<file path="src/rtl/ysyx_2022040010_ctrl_pkg.sv">
// Shared encodings for the pipeline sequencer: stage bit positions, FSM states,
// and the canned hold/bubble vectors the sequencer drives.
package ysyx_2022040010_ctrl_pkg;

  localparam int unsigned STG_W     = 5;
  localparam int unsigned STG_PC    = 0;
  localparam int unsigned STG_IF_ID = 1;
  localparam int unsigned STG_ID_EX = 2;
  localparam int unsigned STG_EX_MEM = 3;
  localparam int unsigned STG_MEM_WB = 4;

  typedef enum logic {
    ST_RUN  = 1'b0,
    ST_PEND = 1'b1
  } state_e;

  // Bit order: [4]=mem_wb [3]=ex_mem [2]=id_ex [1]=if_id [0]=pc
  localparam logic [STG_W-1:0] STALL_NONE  = 5'b00000;
  localparam logic [STG_W-1:0] STALL_MEM   = 5'b01111;
  localparam logic [STG_W-1:0] STALL_EX    = 5'b00111;
  localparam logic [STG_W-1:0] STALL_ID    = 5'b00011;
  localparam logic [STG_W-1:0] STALL_IF    = 5'b00001;
  localparam logic [STG_W-1:0] FLUSH_NONE  = 5'b00000;
  localparam logic [STG_W-1:0] FLUSH_MEM   = 5'b10000;
  localparam logic [STG_W-1:0] FLUSH_EX    = 5'b01000;
  localparam logic [STG_W-1:0] FLUSH_ID    = 5'b00100;
  localparam logic [STG_W-1:0] FLUSH_IF    = 5'b00010;
  localparam logic [STG_W-1:0] FLUSH_REDIR = 5'b00110;
  localparam logic [STG_W-1:0] FLUSH_TRAP  = 5'b11110;

endpackage

</file>
<file path="src/rtl/ysyx_2022040010_stall_wdog.sv">
// Stall watchdog: counts consecutive stalled cycles (saturating) and raises a
// sticky timeout once the count reaches the limit.
module ysyx_2022040010_stall_wdog #(
  parameter int unsigned STALL_LIMIT = 1023,
  parameter int unsigned WD_W        = 10
) (
  input  logic clk,
  input  logic rst,
  input  logic any_stall,
  output logic timeout
);

  logic [WD_W-1:0] cnt_q, cnt_d;
  logic            timeout_q, timeout_d;

  // Count clears on any free-flowing cycle; holds once at the limit.
  always_comb begin
    cnt_d     = '0;
    timeout_d = timeout_q;
    if (any_stall) begin
      if (cnt_q == WD_W'(STALL_LIMIT)) cnt_d = cnt_q;
      else                             cnt_d = cnt_q + WD_W'(1);
    end
    if (cnt_d == WD_W'(STALL_LIMIT)) timeout_d = 1'b1;
  end

  always_ff @(posedge clk or negedge rst) begin
    if (!rst) begin
      cnt_q     <= '0;
      timeout_q <= 1'b0;
    end else begin
      cnt_q     <= cnt_d;
      timeout_q <= timeout_d;
    end
  end

  assign timeout = timeout_q;

endmodule

</file>
<file path="src/rtl/ysyx_2022040010_pipe_ctrl.sv">
// Pipeline sequencer: merges stage stall requests, branch redirects and traps
// into per-register hold/bubble vectors and the pc_reg override.
module ysyx_2022040010_pipe_ctrl
  import ysyx_2022040010_ctrl_pkg::*;
#(
  parameter int unsigned PC_W        = 64,
  parameter int unsigned STALL_LIMIT = 1023,
  parameter int unsigned WD_W        = 10
) (
  input  logic            clk,
  input  logic            rst,
  input  logic            stallreq_if,
  input  logic            stallreq_id,
  input  logic            stallreq_ex,
  input  logic            stallreq_mem,
  input  logic            redirect_valid,
  input  logic [PC_W-1:0] redirect_pc,
  input  logic            trap_valid,
  input  logic [PC_W-1:0] trap_pc,
  output logic [4:0]      stall,
  output logic [4:0]      flush,
  output logic            new_pc_valid,
  output logic [PC_W-1:0] new_pc,
  output logic            redir_pending,
  output logic            stall_timeout,
  output logic [31:0]     stall_cycles
);

  state_e            state_q, state_d;
  logic [PC_W-1:0]   pend_pc_q, pend_pc_d;
  logic [31:0]       stall_cycles_q, stall_cycles_d;
  logic [STG_W-1:0]  req_stall, req_flush;
  logic [STG_W-1:0]  stall_c, flush_c;
  logic              npc_valid_c;
  logic [PC_W-1:0]   npc_c;
  logic              dstall;
  logic              any_stall;

  assign dstall = stallreq_ex | stallreq_mem;

  // Latest stage holding wins; it holds everything upstream and bubbles itself.
  always_comb begin
    req_stall = STALL_NONE;
    req_flush = FLUSH_NONE;
    if (stallreq_mem) begin
      req_stall = STALL_MEM;
      req_flush = FLUSH_MEM;
    end else if (stallreq_ex) begin
      req_stall = STALL_EX;
      req_flush = FLUSH_EX;
    end else if (stallreq_id) begin
      req_stall = STALL_ID;
      req_flush = FLUSH_ID;
    end else if (stallreq_if) begin
      req_stall = STALL_IF;
      req_flush = FLUSH_IF;
    end
  end

  // Trap beats redirect; a redirect blocked by EX/MEM is parked until they free up.
  always_comb begin
    state_d     = state_q;
    pend_pc_d   = pend_pc_q;
    stall_c     = req_stall;
    flush_c     = req_flush;
    npc_valid_c = 1'b0;
    npc_c       = '0;
    if (trap_valid) begin
      stall_c     = STALL_NONE;
      flush_c     = FLUSH_TRAP;
      npc_valid_c = 1'b1;
      npc_c       = trap_pc;
      state_d     = ST_RUN;
    end else begin
      unique case (state_q)
        ST_RUN: begin
          if (redirect_valid) begin
            if (!dstall) begin
              stall_c     = STALL_NONE;
              flush_c     = FLUSH_REDIR;
              npc_valid_c = 1'b1;
              npc_c       = redirect_pc;
            end else begin
              pend_pc_d = redirect_pc;
              state_d   = ST_PEND;
            end
          end
        end
        ST_PEND: begin
          if (!dstall) begin
            stall_c     = STALL_NONE;
            flush_c     = FLUSH_REDIR;
            npc_valid_c = 1'b1;
            npc_c       = pend_pc_q;
            state_d     = ST_RUN;
          end
        end
        default: state_d = ST_RUN;
      endcase
    end
    if (!rst) begin
      stall_c     = STALL_NONE;
      flush_c     = FLUSH_NONE;
      npc_valid_c = 1'b0;
      npc_c       = '0;
    end
  end

  assign any_stall = |stall_c;

  always_comb begin
    stall_cycles_d = stall_cycles_q;
    if (any_stall && (stall_cycles_q != 32'hFFFF_FFFF))
      stall_cycles_d = stall_cycles_q + 32'(1);
  end

  always_ff @(posedge clk or negedge rst) begin
    if (!rst) begin
      state_q        <= ST_RUN;
      pend_pc_q      <= '0;
      stall_cycles_q <= '0;
    end else begin
      state_q        <= state_d;
      pend_pc_q      <= pend_pc_d;
      stall_cycles_q <= stall_cycles_d;
    end
  end

  ysyx_2022040010_stall_wdog #(
    .STALL_LIMIT (STALL_LIMIT),
    .WD_W        (WD_W)
  ) u_wdog (
    .clk       (clk),
    .rst       (rst),
    .any_stall (any_stall),
    .timeout   (stall_timeout)
  );

  assign stall         = stall_c;
  assign flush         = flush_c;
  assign new_pc_valid  = npc_valid_c;
  assign new_pc        = npc_c;
  assign redir_pending = (state_q == ST_PEND) && rst;
  assign stall_cycles  = stall_cycles_q;

endmodule

</file>
<file path="config.mk">
export PLATFORM = sky130hd
export DESIGN_NAME = ysyx_2022040010_pipe_ctrl
export DESIGN_NICKNAME = d
export VERILOG_FILES = /design/src/rtl/ysyx_2022040010_ctrl_pkg.sv /design/src/rtl/ysyx_2022040010_stall_wdog.sv /design/src/rtl/ysyx_2022040010_pipe_ctrl.sv
export SDC_FILE = /design/constraint.sdc
export NUM_CORES = 1
export LEC_CHECK = 0
export BUFFER_PORTS_ARGS = -buffer_cell sky130_fd_sc_hd__clkbuf_2
export CAP_MARGIN = 5
export CORE_AREA = 2 2 124 126
export DETAILED_ROUTE_END_ITERATION = 6
export DIE_AREA = 0 0 126 128
export GPL_TIMING_DRIVEN = 0
export PLACE_DENSITY = 0.72
export SLEW_MARGIN = 20
export SYNTH_ARGS = -nofsm -noshare
export SYNTH_HDL_FRONTEND = slang
export SYNTH_SLANG_ARGS = --single-unit
</file>
<file path="constraint.sdc">
create_clock -name clk -period 2.38 [get_ports clk]
set_input_delay 0.595 -clock clk [delete_from_list [all_inputs] [get_ports clk]]
set_output_delay 0.595 -clock clk [all_outputs]
set_load 0.01 [all_outputs]
</file>
# After elaboration in Yosys (flattened, before gate mapping)

Cells that the tools add are included.
W data, S select, Z words.

Register bits: 108
Latch bits: 0
Bits in writable memories: 0
Memory bits (read-only): 0
Output and inout port bits: 109
Word-level logic and storage cells: 52
Memories: 0

Add/sub/neg operators: 2
$mul: 0
Div/mod/pow operators: 0
Order comparisons: 0
Equal/unequal tests: 3
Shift-type cells: 0
Multiplexer cells: 35
Bitwise gates (word level): 3
Reduce and logical (&&, ||, !) cells: 4

Operator list:

| kind                    | count |
|---|---|
| $mux W64                | 5 |
| $pmux W64 S2            | 1 |
| $mux W5                 | 10 |
| $add A32 B1 Y32 const B | 1 |
| $ne A32 B32 Y1 const B  | 1 |
| $eq A10 B10 Y1 const B  | 2 |
| $mux W10                | 2 |
| $pmux W5 S2             | 2 |
| $add A10 B1 Y10 const B | 1 |
| $mux W1                 | 8 |
| $mux W3                 | 2 |
| $reduce_or A5 Y1        | 1 |
| $mux W2                 | 2 |
| $mux W4                 | 1 |
| $pmux W1 S2             | 2 |
| $reduce_and A4 Y1       | 1 |
| $logic_and A1 B1 Y1     | 2 |
| $not A1 Y1              | 2 |
| $or A1 B1 Y1            | 1 |

# Depth between registers and ports, before layout

Depth in word-level cells: 12
Mapped depth: 8

# Modules after synthesis

A second synthesis with hierarchy kept.

Cells, all modules: 680
Area, all modules: 6371.1 µm²

By module, submodules not included:

| module                     | instances | cells each | area each (µm²) | seq. area each (µm²) |
|---|---|---|---|---|
| ysyx_2022040010_pipe_ctrl  | 1         | 615        | 5739.3          | 2427.3 |
| ysyx_2022040010_stall_wdog | 1         | 65         | 631.9           | 275.3 |

# Least setup slack after synthesis

No wires, ideal clock.

Path type: input-to-output
Start point: input stallreq_mem
End point: output new_pc[10]
Data arrival time: 1.798 ns
Required time: 1.785 ns
Setup slack: -0.013 ns
Cell stages on the path: 7
Cell sequence: nor2_2 -> nand2_1 -> nand2_1 -> clkbuf_1 -> clkbuf_1 -> o21ai_0 -> a21oi_1

Longest elaborated chain between the ends: 6

Ends and longest elaborated chain:

| element         | line                             | RTL |
|---|---|---|
| start, declared | ysyx_2022040010_pipe_ctrl.sv:15  | `input logic stallreq_mem,` |
| $or A1 B1 Y1 *  | ysyx_2022040010_pipe_ctrl.sv:39  | `assign dstall = stallreq_ex \| stallreq_mem;` |
| $mux W64        | ysyx_2022040010_pipe_ctrl.sv:78  | `if (!dstall) begin` |
| $mux W64        | ysyx_2022040010_pipe_ctrl.sv:77  | `if (redirect_valid) begin` |
| $pmux W64 S2 *  | ysyx_2022040010_pipe_ctrl.sv:75  | `unique case (state_q)` |
| $mux W64 *      | ysyx_2022040010_pipe_ctrl.sv:68  | `if (trap_valid) begin` |
| $mux W64 *      | ysyx_2022040010_pipe_ctrl.sv:101 | `if (!rst) begin` |
| end, declared   | ysyx_2022040010_pipe_ctrl.sv:23  | `output logic [PC_W-1:0] new_pc,` |

Every way passes the cells marked *; elsewhere a longest branch is shown, timed or not.

# Final worst setup path

Start point: register state_q
End point: output new_pc[10]

Longest elaborated chain between the ends: 4

Ends and longest elaborated chain:

| element                     | line                             | RTL |
|---|---|---|
| start, declared             | ysyx_2022040010_pipe_ctrl.sv:29  | `state_e state_q, state_d;` |
| start signal, assigned      | ysyx_2022040010_pipe_ctrl.sv:123 | `state_q <= state_d;` |
| $not A1 Y1 (no source line) | -                                |  |
| $pmux W64 S2 *              | ysyx_2022040010_pipe_ctrl.sv:75  |  |
| $mux W64 *                  | ysyx_2022040010_pipe_ctrl.sv:68  |  |
| $mux W64 *                  | ysyx_2022040010_pipe_ctrl.sv:101 |  |

Marked as above.

==> metrics.cfg <==
[die]
ios = 245
design.core.area_sq_um = 14900
fp.dieH_um = 128
die_area_sq_um = 16100
rows = 45
die_x_um = 126
start_util_pct = 41.4

[status]
violations = negative setup slack
status = complete, but fails checks

[sta]
fin_ws_ns = -0.0223
hold_viol_final = 0
fin_skew_ns = 0.00695
relSlewSlack_pct = 62.7
fin_crit_ns = 2.40
fin_crit_sh_pct = 101
hold-worst-slack_ns = 0.129
setup_viol = 3
drv_slew = 0
tightestPinTransition_ns = 0.558
rsz0062_at_grt = yes
fmax_mhz = 416

[synthesis]
ys_seq_elements = 108
netlist_instances = 681
synth.most_common_cell = o21ai_0
yosysWarnings = 0
synth_ff_type = dfrtp_1
yosys.area_share.simple_pct = 16.0
synth_top_area_share_pct = 44.0
synth-compound-area-share_pct = 18.6
syn_avg_cell_area_sq_um = 9.03
synth_area_leaders = dfrtp_1, mux2_2, o21ai_0
synthTopCellsByCount = o21ai_0, dfrtp_1, nand2_1
yosysSeqAreaShare_pct = 44.0
synth_fa_ha_area_share_pct = 0.407
synth_edf_count = 0
synth_mux_area_share_pct = 12.3
synth-xor-area-share_pct = 4.70
synth_area_leader_cell = dfrtp_1
syn_area_sq_um = 6150
synth_cell_type_count = 44
synth_top_family_by_area = compound AO/OA/AOI/OAI gates
async_flop_share_pct = 100

[layout]
area_growth_pct = 36.0
post-route-cell-area_sq_um = 8360
fin_cells = 1136
fill_cells = 1394
layout-drive-gt1-share_pct = 44.0
final_nets = 1081
post-route-util_pct = 56.3
diodes = 0
seq_area_sq_um = 2700
multiInputGateArea_sq_um = 3360

[pwr]
peakVddDrop_mv = 0.273
p_leak_nw = 3.90
power_density_nw_per_um2 = 592

[worst_setup_path]
cp_cell_sequence = nand2b_4 > nor3_4 > buf_8 > clkbuf_16 > nand2_1 > a21oi_2 > buf_2
worst-setup-path-type = reg2out
rrSetupSlack_ns = 0.28
cp.required_ns = 1.78
cpPeakStageDelay_ns = 0.43
critical_path.slowest_cell = dfrtp_2
endpoint = new_pc[10]
crit_arrival_ns = 1.81
rr_startpoint = u_wdog.cnt_q[1]
crit_fanout = 10
cp-startpoint = state_q
start_kind = flop
ff2ff_path_depth = 6
timing.rr.end = u_wdog.timeout
cp-end-kind = output port

[route]
routed_wl_um = 18300
wl_per_cell_um = 16.1
drtIter0Drc = 287
drc_errors = 0
viasPerCell = 5.33
ant_nets = 0
firstDrtPassIters = 6
num_vias = 6053

[grt]
grt_pass1_vias = 5791
antenna_found_initial = 0
grt_max_degree = 62
overflow = 0
grt_pass1_wl_um = 29200
track_usage_pct = 22.4

[clock_network]
cts_hold_buffers = 0
cts_root_buffer = clkbuf_16
cts_max_path_buffers = 2
clk-insertion-delay-late_ns = 0.36
htree_levels = 3
tritoncts = yes
cts.clk_slew.worst_paths_ns = 0.07
cts_inserted_buffers = 9
cts.sinks = 108

[placed_design]
portBuffers = 242
place_congestion = 0.822
place_area_sq_um = 7630
dp.cells = 1113
hpwl_um = 13500

[hold_path]
min_path_type = in2async

[flow_run]
cap_violations = 0

[per-stage QoR]
| step | total power [mW] | setup slack (ns) | setup TNS [ns] |
|---|---|---|---|
| after global placement | 3.29 | -2.56 | -380.53 |
| after detailed placement | 3.33 | -0.837 | -90.80 |
| after CTS | 4.96 | -0.0874 | -2.44 |
| final | 4.95 | -0.0223 | -0.0393 |
| after floorplan | 2.86 | -0.0126 | -0.630 |
| after global routing | 5.21 | -0.0944 | -2.48 |
[sequential cells by signal, summed over array words and instances (netlist names)]
name and cells:
stall_cycles 32, u_wdog.timeout 1, u_wdog.cnt_q 10, state_q 1, pend_pc_q 64
[worst max-delay path, delay by kind of cell, from the launching register on]
kind | cells | cell delay, ns
buf+inv | 3 | 0.49
flops | 1 | 0.43
simple gates | 3 | 0.37
compound gates | 1 | 0.15
[repair_timing]
action / in CTS / in global routing
setup endpoints to repair: 113 / 86
hold endpoints to repair: 0 / 0
setup buffers: 7 / 1
cloned: 0 / 1
pin swaps: 6 / 19
gates resized for setup: 70 / 112
[layout by cell type (no fill, tap or decap), types with 8 or more instances in the layout]
master and instances:
nand4_1 18, clkbuf_2 204, and2_1 9, clkbuf_1 8
a21oi_2 27, mux2_2 61, nor2_1 21, buf_2 58
xor2_1 12, nor3_1 14, buf_4 10, nand3_1 15
clkbuf_16 12, o21ai_0 121, and3_1 9, a21oi_1 41
dfrtp_1 107, clkbuf_4 9, nand2_1 81, o21ai_1 9
xnor2_1 21
[routing by layer]
| layer | vias to the layer above | GRT usage (%) | share of wire [%] |
|---|---|---|---|
| li1 | 2949 | - | - |
| met1 | 2897 | 29.8 | 45 |
| met2 | 188 | 37.5 | 48 |
| met3 | 19 | 3.42 | 5.3 |
| met4 | 0 | 7.50 | 1.8 |
| met5 | - | 0 | 0 |
[where the power goes]
group	switching [mW]	total [mW]	internal, mW	leakage [nW]
Clock	0.735	1.57	0.835	0.149
Combinational	0.551	1.11	0.556	2.40
Sequential	0.158	2.27	2.12	1.34
[worst min-delay path by stage]
stage                 endpoint  slack (ns)           start  depth (start not counted)
6_report       stall_cycles[5]        0.13             rst                          1
5_1_grt        stall_cycles[5]        0.15             rst                          1
4_1_cts          pend_pc_q[56]        0.14             rst                          1
3_5_place_dp    u_wdog.timeout        0.46  u_wdog.timeout                          1
3_3_place_gp    u_wdog.timeout        0.46  u_wdog.timeout                          1
2_1_floorplan     pend_pc_q[0]        0.30             rst                          0
[kinds of logic (layout without fill, tap and decap cells)]
| group | count (synthesis) | after routing |
|---|---|---|
| mux | 67 | 67 |
| xor+xnor | 33 | 33 |
| compound gates | 218 | 218 |
| fa+ha+maj | 2 | 2 |
| other cells | 1 | 2 |
| simple gates | 193 | 193 |
| flops | 108 | 108 |
| buf+inv | 59 | 325 |
[layout make-up]
type,count,area share (%)
clock buffers,9,2.69
well taps,188,2.81
plain buffers,53,4.74
multi-input cells,515,40.2
repair buffers,251,16.0
clock inverters,7,1.00
inverters,5,0.224
flip-flops and latches,108,32.3
Note: power is estimated with default switching activity, not from simulation.
